`config.mk`:
```
export PLATFORM = sky130hd
export DESIGN_NAME = irq_controller
export DESIGN_NICKNAME = d
export VERILOG_FILES = /design/src/rtl/jm65_irq_pkg.sv /design/src/rtl/irq_sync.sv /design/src/rtl/irq_controller.sv
export SDC_FILE = /design/constraint.sdc
export NUM_CORES = 1
export LEC_CHECK = 0
export BUFFER_PORTS_ARGS = -buffer_cell sky130_fd_sc_hd__buf_2
export CORE_ASPECT_RATIO = 1.5
export CORE_MARGIN = 4
export CORE_UTILIZATION = 55
export DETAILED_ROUTE_END_ITERATION = 6
export PLACE_DENSITY = 0.86
export SYNTH_ARGS = -nofsm -noshare
export SYNTH_HDL_FRONTEND = slang
export SYNTH_HIERARCHICAL = 1
export SYNTH_SLANG_ARGS = --single-unit
```
`constraint.sdc`:
```
create_clock -name clk -period 1.8 [get_ports clk]
set_clock_uncertainty 0.15 [all_clocks]
set_input_delay 0.18 -clock clk [delete_from_list [all_inputs] [get_ports clk]]
set_output_delay 0.18 -clock clk [all_outputs]
set_load 0.03 [all_outputs]
```
`src/rtl/jm65_irq_pkg.sv`:
```
// Shared definitions for the interrupt controller: register addresses and data types.
package jm65_irq_pkg;

    typedef logic [7:0] irq_vec_t;

    localparam logic [1:0] IRQ_STATUS = 2'd0;
    localparam logic [1:0] IRQ_MASK   = 2'd1;
    localparam logic [1:0] IRQ_MODE   = 2'd2;
    localparam logic [1:0] IRQ_VECTOR = 2'd3;

    // Channel-enable mask with one bit set for each implemented channel
    function automatic irq_vec_t chan_mask(input int unsigned num_irq);
        irq_vec_t m;
        m = '0;
        for (int unsigned i = 0; i < 8; i++) begin
            if (i < num_irq) begin
                m[i] = 1'b1;
            end
        end
        return m;
    endfunction

endpackage

```
`src/rtl/irq_sync.sv`:
```
// One-bit multi-flop synchronizer for an asynchronous interrupt request line.
module irq_sync #(
    parameter int unsigned STAGES = 2
) (
    input  logic clk,
    input  logic reset,
    input  logic d,
    output logic q
);

    logic [STAGES-1:0] chain_q;

    // Shift the raw input through the flop chain; reset flushes it to zero
    always_ff @(posedge clk) begin
        if (reset) begin
            chain_q <= '0;
        end else begin
            chain_q <= {chain_q[STAGES-2:0], d};
        end
    end

    assign q = chain_q[STAGES-1];

endmodule

```
`src/rtl/irq_controller.sv`:
```
// Interrupt controller: synchronizes requests, latches edge/level pending state,
// applies a mask, and presents a fixed-priority vector plus a registered IRQ line.
module irq_controller
    import jm65_irq_pkg::*;
#(
    parameter int unsigned NUM_IRQ     = 8,
    parameter int unsigned SYNC_STAGES = 2
) (
    input  logic               clk,
    input  logic               reset,
    input  logic [NUM_IRQ-1:0] irq_src,
    input  logic               we,
    input  logic               re,
    input  logic [1:0]         addr,
    input  logic [7:0]         wdata,
    output logic [7:0]         rdata,
    input  logic               vec_ack,
    output logic               irqb,
    output logic               irq_valid,
    output logic [2:0]         irq_id
);

    localparam irq_vec_t   CH_MASK = chan_mask(NUM_IRQ);
    // Edge detection stays off until the synchronizer has refilled after reset,
    // so a request already high during reset is absorbed into the history flop.
    localparam logic [2:0] WARM    = 3'(SYNC_STAGES + 1);

    irq_vec_t   sync_lvl;
    irq_vec_t   hist_q;
    irq_vec_t   pend_q, pend_d;
    irq_vec_t   mask_q, mask_d;
    irq_vec_t   mode_q, mode_d;
    irq_vec_t   active;
    irq_vec_t   rise;
    irq_vec_t   w1c;
    irq_vec_t   ack_clr;
    irq_vec_t   mode_chg;
    irq_vec_t   read_val;
    logic [2:0] warm_q;
    logic [7:0] rdata_q;
    logic       irqb_q;

    // One synchronizer per implemented channel; unused channels read as zero
    for (genvar g = 0; g < 8; g++) begin : g_sync
        if (g < NUM_IRQ) begin : g_used
            irq_sync #(
                .STAGES (SYNC_STAGES)
            ) u_sync (
                .clk   (clk),
                .reset (reset),
                .d     (irq_src[g]),
                .q     (sync_lvl[g])
            );
        end else begin : g_unused
            assign sync_lvl[g] = 1'b0;
        end
    end

    // Fixed-priority encoder: lowest enabled pending index wins
    always_comb begin
        active    = pend_q & mask_q;
        irq_valid = |active;
        irq_id    = 3'd0;
        for (int i = 7; i >= 0; i--) begin
            if (active[i]) begin
                irq_id = 3'(i);
            end
        end
    end

    // Register write decode and clear sources
    always_comb begin
        w1c    = '0;
        mask_d = mask_q;
        mode_d = mode_q;
        if (we) begin
            unique case (addr)
                IRQ_STATUS: w1c    = wdata & CH_MASK;
                IRQ_MASK:   mask_d = wdata & CH_MASK;
                IRQ_MODE:   mode_d = wdata & CH_MASK;
                default:    ;
            endcase
        end
        mode_chg = mode_d ^ mode_q;
        ack_clr  = '0;
        if (vec_ack && irq_valid) begin
            ack_clr[irq_id] = 1'b1;
        end
        rise = (warm_q == 3'd0) ? (sync_lvl & ~hist_q) : '0;
    end

    // Pending next state: a new edge beats W1C/ack, a mode change beats everything
    always_comb begin
        pend_d = '0;
        for (int i = 0; i < 8; i++) begin
            if (mode_q[i]) begin
                pend_d[i] = pend_q[i];
                if (w1c[i] || ack_clr[i]) begin
                    pend_d[i] = 1'b0;
                end
                if (rise[i]) begin
                    pend_d[i] = 1'b1;
                end
            end else begin
                pend_d[i] = sync_lvl[i];
            end
            if (mode_chg[i]) begin
                pend_d[i] = 1'b0;
            end
        end
        pend_d = pend_d & CH_MASK;
    end

    // Read mux; uses pre-write register values so a same-cycle write is not visible
    always_comb begin
        read_val = '0;
        unique case (addr)
            IRQ_STATUS: read_val = pend_q;
            IRQ_MASK:   read_val = mask_q;
            IRQ_MODE:   read_val = mode_q;
            IRQ_VECTOR: read_val = {irq_valid, 4'b0000, irq_id};
            default:    read_val = '0;
        endcase
    end

    // State registers
    always_ff @(posedge clk) begin
        if (reset) begin
            pend_q  <= '0;
            mask_q  <= '0;
            mode_q  <= CH_MASK;
            hist_q  <= '0;
            warm_q  <= WARM;
            rdata_q <= '0;
            irqb_q  <= 1'b1;
        end else begin
            pend_q <= pend_d;
            mask_q <= mask_d;
            mode_q <= mode_d;
            hist_q <= sync_lvl;
            if (warm_q != 3'd0) begin
                warm_q <= warm_q - 3'd1;
            end
            if (re) begin
                rdata_q <= read_val;
            end
            irqb_q <= ~irq_valid;
        end
    end

    assign rdata = rdata_q;
    assign irqb  = irqb_q;

endmodule

```
==> results.yml, run 1 <==
status:
  violations: "negative setup slack"
  status: "finished, violations left"
drt:
  wl_per_cell_um: 15.40
  routed_via_density: 5.643
  drt_iter0_drc: 286
  ant_nets: 0
  drt_wl_total_um: 6423
  drcViolationCount: 0
  drtPass1Iterations: 5
  dr_total_vias: 2353
clock_tree:
  cts-htree-levels: 3
  worstSkewPairLatency_ns: 0.34
  clockBufferDepth: 2
  cts-root-buf: "clkbuf_8"
  clkTransAtPathRegs_ns: 0.07
  cts_buffers: 9
  cts.sinks: 60
  cts_tree: "built"
floorplanning:
  initial_core_util_pct: 57.11
  coreArea_mm2: 0.004542
  row_count: 30
  die_h_um: 92.11
  num_io_pins: 36
  floorplan.die_area_mm2: 0.005901
  die_w_um: 64.07
timing:
  slew_viol_final: 0
  setup_violations: 2
  rsz0062_at_grt: "true"
  hold_viol: 0
  fin_crit_sh_pct: 105.5
  setup_slack_ns: -0.09974
  period_needed_ns: 1.900
  relSlewSlack_pct: 64.62
  max_freq_mhz: 526.4
  max_slew.worst_pin.slew_ns: 0.5306
layout:
  drive_above_1_share_pct: 24.08
  final_cell_mix: "dfxtp_1 (55), nor2b_1 (36), nand2_1 (33)"
  layout.nets: 373
  area_delta_synth_final_pct: 30.29
  fillers: 327
  antenna_cells: 0
  final_common_cell: "dfxtp_1"
setup_path:
  cp_max_fo: 4
  setup.worst_path.start_class: "flop"
  reg2reg_slack_ns: 0.04
  rr_worst_depth: 6
  path_class: "reg -> out"
  r2r_end: "rdata[2]$_SDFFE_PP0P_"
  worst_ep_required_time_ns: 1.47
  r2r-start: "mask_q[0]$_SDFFE_PP0P_"
  cp-end-kind: "output port"
  critPathArrivalTime_ns: 1.57
  endpoint: "irq_id[2]"
  startpoint: "pend_q[5]$_SDFFE_PP0P_"
synthesis:
  synthesis.area_mm2: 0.002594
  synthCells: 286
  synth-seq-cells: 60
  seq_area_frac_synth_pct: 46.31
  syn_area_per_cell_um2: 9.069
  syn-num-nets: 311
  synth_cell_type_count: 42
  synth_warnings: 6
hold_path:
  min_path_type: "in -> reg"
place:
  io_buffers: 35
  gp_congestion: 0.8861
  post-place-ws_ns: 0.1069
  dp.final_hpwl_um: 4135
global_route:
  grt_pass1_vias: 2300
  grt-ovfl-total: 0
  grt_pass1_wl_um: 10530
  grt_use_total_pct: 22.93
  grt_antenna_before_repair: 0
  grt_max_degree: 28
power_and_ir_drop:
  ir_worst_vdd_uv: 660.8
  power_density_mw_per_mm2: 959.1
  power_mw: 3.241
  leakagePower_nw: 1.329
job:
  drv_cap: 0
[synth_stat cells]
cell,instances,area [µm²]
a31oi_4,1,21.27
o31ai_1,2,15.01
a211oi_1,6,45.04
buf_1,1,3.750
a221oi_1,7,61.31
o21ai_4,1,16.27
a21oi_1,16,80.08
a22o_1,2,17.52
a31oi_1,4,25.02
and2b_1,1,7.510
o21a_1,1,7.510
o21ai_0,10,50.05
nor2_1,15,56.30
nor2b_1,36,225.2
inv_1,6,22.52
nand3_1,11,55.05
o221ai_1,2,17.52
a2111oi_0,2,17.52
mux2i_1,6,60.06
a31o_2,1,8.760
o22ai_1,1,6.260
o211ai_4,1,21.27
buf_2,7,35.03
nand2b_1,5,31.28
and2_2,1,7.510
or2b_1,1,7.510
nor3_1,4,20.02
o211ai_1,1,7.510
a211o_1,8,70.07
a221o_1,1,10.01
clkbuf_1,8,30.03
xnor2_1,1,8.760
nand2_1,36,135.1
dfxtp_1,60,1201
o2111ai_1,3,26.28
nor3b_2,1,12.51
and2_1,1,6.260
a221oi_2,1,15.01
and3b_1,3,26.28
ha_1,2,25.02
xor2_1,8,70.07
a22oi_1,1,7.510
[critical path, stage by stage (launching register included)]
cell	delay, ns
dfxtp_1	0.35
a22o_1	0.25
and3b_1	0.25
and2b_2	0.24
buf_6	0.14
[stage by stage]
| stage | TNS [ns] | utilization, % | instances | instance area (µm²) | hold slack, ns |
|---|---|---|---|---|---|
| 4_1_cts | -0.1052 | 72.92 | 413 | 3312 | 0.1219 |
| 2_1_floorplan | 0 | - | 286 | 2594 | 0.1016 |
| 6_report | -0.1488 | 74.41 | 417 | 3379 | 0.1296 |
| 5_1_grt | -0.2847 | 74.41 | 417 | 3379 | 0.1461 |
| 3_5_place_dp | 0 | 63.58 | 380 | 2888 | 0.2436 |
| 3_3_place_gp | 0 | 63.58 | 380 | 2888 | 0.2365 |
[flip-flops by register name (all words and copies together), names as in the netlist]
name / count
g_sync.g_used.u_sync/chain_q: 16
hist_q: 8
mask_q: 8
mode_q: 8
pend_q: 8
rdata: 8
warm_q: 3
irqb: 1
[cells by family after synthesis]
| kind of cell | after synthesis | share of synthesized area [%] |
|---|---|---|
| AND/OR/NAND/NOR | 115 | 22.77 |
| AO/OA/AOI/OAI | 72 | 21.08 |
| flip-flops | 60 | 46.31 |
| buffers and inverters | 22 | 3.521 |
| XOR/XNOR | 9 | 3.039 |
| multiplexers | 6 | 2.316 |
| adder cells (fa/ha/maj) | 2 | 0.9646 |
[layer usage]
layer | track usage [%] | vias up | share of wire [%]
met5 | 0 | - | 0
met3 | 6.740 | 23 | 6.8
met2 | 37.79 | 123 | 50
li1 | - | 1130 | -
met4 | 12.61 | 0 | 3.1
met1 | 26.10 | 1077 | 40
[what timing repair did]
item | CTS | global route
setup endpoints to repair | 4 | 10
gates cloned | 0 | 0
buffers inserted | 1 | 4
endpoints found under the hold margin | 23 | 0
gates resized for setup | 8 | 16
hold buffers | 16 | 0
pin swaps | 3 | 5
[worst min-delay path by stage]
stage               cells after the start                                             to  slack [ns]       start
floorplan                               1  g_sync[0].g_used.u_sync/chain_q[0]$_SDFF_PP0_        0.10       reset
global placement                        2  g_sync[3].g_used.u_sync/chain_q[0]$_SDFF_PP0_        0.24  irq_src[3]
detailed placement                      2  g_sync[5].g_used.u_sync/chain_q[0]$_SDFF_PP0_        0.24  irq_src[5]
CTS                                     3                          rdata[3]$_SDFFE_PP0P_        0.12          re
global route                            3                          rdata[3]$_SDFFE_PP0P_        0.15          re
finish                                  3                          rdata[2]$_SDFFE_PP0P_        0.13          re
[power breakdown]
| part | internal (mW) | total [mW] | switching [mW] |
|---|---|---|---|
| combinational | 0.169 | 0.377 | 0.209 |
| sequential | 1.39 | 1.44 | 0.0441 |
| clock | 0.921 | 1.43 | 0.504 |
[layout make-up]
type                       count  area, µm²  area share, %
tap                           64      80.08          2.369
timing repair buffer          67      505.5          14.96
sequential                    60       1210          35.80
clock inverter                 4      97.59          2.888
clock buffer                  12      135.1          3.999
multi-input combinational    204       1329          39.32
inverter                       6      22.52         0.6664
No activity file was read; power rests on OpenSTA's default activity.
==> run 2, diff against run 1 <==
==> constraint.sdc (replaced) <==
create_clock -name clk -period 1.85 [get_ports clk]
set_clock_uncertainty 0.15 [all_clocks]
set_input_delay 0.185 -clock clk [delete_from_list [all_inputs] [get_ports clk]]
set_output_delay 0.185 -clock clk [all_outputs]
set_load 0.03 [all_outputs]
==> run 2 against run 1 <==
  * The run still ends with negative setup slack left
  * Cell count decreased by 0.96%
  * Largest cell class unchanged
  * Clock power decreased by 23%
  * Final area decreased by 2.4%
  * Register-to-register slack got worse by 0.04 ns
  * Global-route usage decreased by 1.0 points
  * Flip-flop and latch count unchanged
  * Via count decreased by 0.81%
  * Critical endpoint unchanged
  * Clock-buffer cell count decreased by 1
==> results.yml, run 2 (same netlist as run 1, synthesis figures left out) <==
global_route:
  grt-ovfl-total: 0
  grt_pass1_vias: 2259
  grt_max_degree: 35
  grt_pass1_wl_um: 10050
  grt_use_total_pct: 21.90
  grt_antenna_before_repair: 0
timing:
  setup_slack_ns: -0.02685
  whs_ns: 0.1222
  setup_violations: 3
  hold_viol: 0
  rsz0062_at_grt: "true"
  tns_ns: -0.04828
  period_needed_ns: 1.877
  max_slew.worst_pin.slew_ns: 0.5036
  slew_viol_final: 0
  fin_crit_sh_pct: 101.5
  max_freq_mhz: 532.8
  relSlewSlack_pct: 66.43
clock_tree:
  cts.sinks: 60
  cts_buffers: 9
  cts-root-buf: "clkbuf_8"
  worstSkewPairLatency_ns: 0.35
  clkTransAtPathRegs_ns: 0.07
  cts-htree-levels: 3
  clockBufferDepth: 2
  cts_tree: "built"
drt:
  routed_via_density: 5.651
  dr_total_vias: 2334
  wl_per_cell_um: 14.79
  drtPass1Iterations: 5
  drcViolationCount: 0
  drt_wl_total_um: 6110
  ant_nets: 0
  drt_iter0_drc: 148
setup_path:
  critPathTopFamily: "simple AND/OR/NAND/NOR gates"
  cp-end-kind: "output port"
  path_buf_inv: 1
  path_class: "reg -> out"
  path_cells: "a22o_4 -> and3b_1 -> and2b_2 -> buf_6"
  critPathArrivalTime_ns: 1.54
  slowest_stage: "dfxtp_4"
  critPathMaxStageDelay_ns: 0.36
  setup.worst_path.start_class: "flop"
  worst_ep_required_time_ns: 1.51
  cp_max_fo: 4
status:
  status: "finished, violations left"
  violations: "negative setup slack"
floorplanning:
  initial_core_util_pct: 57.11
  coreArea_mm2: 0.004542
  row_count: 30
  die_w_um: 64.07
  num_io_pins: 36
  floorplan.die_area_mm2: 0.005901
  die_h_um: 92.11
hold_path:
  min_path_type: "in -> reg"
power_and_ir_drop:
  ir_worst_vdd_uv: 834.8
  leakagePower_nw: 1.297
  power_density_mw_per_mm2: 864.7
layout:
  final_common_cell: "dfxtp_1"
  drive_above_1_share_pct: 22.35
  layout.nets: 369
  largest_register_ffs: 16
  largest_register: "g_sync.g_used.u_sync/chain_q"
  seqCellArea_mm2: 0.001211
  multiInputGateArea_mm2: 0.001321
  final_cell_mix: "dfxtp_1 (54), nand2_1 (36), nor2b_1 (36)"
  fillers: 347
  area_delta_synth_final_pct: 27.11
  antenna_cells: 0
  final_area_mm2: 0.003297
job:
  drv_cap: 0
place:
  dp.final_hpwl_um: 3912
  gp_congestion: 0.8785
  io_buffers: 35
  place_area_mm2: 0.002870
==> run 2: cell types whose count changed in the layout (fill, tap and decap cells not counted), sizes merged <==
| cell | before | now |
|---|---|---|
| buf | 51 | 47 |
| bufinv | 3 | 1 |
| clkbuf | 12 | 11 |
| clkinv | 0 | 3 |
==> run 2: report_power, final <==
| group | internal [mW] | switching [mW] |
|---|---|---|
| Clock | 0.614 | 0.484 |
| Combinational | 0.159 | 0.194 |
| Sequential | 1.36 | 0.0419 |
| Total | 2.13 | 0.720 |
==> run 2: worst reg2reg max path, cell delays in order, from the launching register on <==
cell	delay, ns
dfxtp_4	0.36
buf_4	0.14
a22o_1	0.21
a31oi_4	0.21
o21ai_4	0.11
a221o_1	0.35
a221oi_2	0.24
==> run 2: worst paths after layout <==
path	endpoint	start	cells after the start	slack (ns)
hold reg to reg	g_sync[4].g_used.u_sync/chain_q[1]$_SDFF_PP0_	g_sync[4].g_used.u_sync/chain_q[0]$_SDFF_PP0_	1	0.29
setup reg to reg	pend_q[7]$_SDFFE_PP0P_	mask_q[5]$_SDFFE_PP0P_	6	0
setup / recovery	irq_id[2]	mask_q[5]$_SDFFE_PP0P_	4	-0.03
hold / removal	rdata[2]$_SDFFE_PP0P_	re	3	0.12
==> run 2: area by class of cell <==
cell class | count | share of cell area (%)
multi-input combinational | 204 | 40.08
sequential | 60 | 36.74
timing repair buffer | 63 | 14.50
clock buffer | 11 | 3.985
tap | 64 | 2.429
clock inverter | 5 | 1.594
inverter | 6 | 0.6831
==> run 2: timing repair <==
action | 4_1_cts | 5_1_grt
endpoints found under the setup margin | 3 | 4
pin swaps | 2 | 2
hold endpoints to repair | 24 | 0
gates resized for setup | 10 | 8
setup buffers | 2 | 3
hold buffers | 16 | 0
==> run 2: per-stage QoR <==
| step | instances | util (%) | power (mW) | setup slack [ns] |
|---|---|---|---|---|
| finish | 413 | 72.59 | 2.851 | -0.02685 |
| global route | 413 | 72.59 | 2.978 | -0.06448 |
| CTS | 410 | 71.63 | 2.865 | -0.01230 |
| detailed placement | 376 | 63.20 | 1.744 | 0.1372 |
| global placement | 376 | 63.20 | 1.730 | 0.2207 |
| floorplan | 286 | - | 1.635 | 0.1834 |
==> run 2: layer usage <==
metal | global-route usage (%) | vias to the layer above | share of wire, %
met5 | 0 | - | 0
met4 | 16.40 | 0 | 3.5
met3 | 5.882 | 20 | 7.4
met2 | 36.15 | 113 | 51
met1 | 23.34 | 1080 | 39
li1 | - | 1121 | -
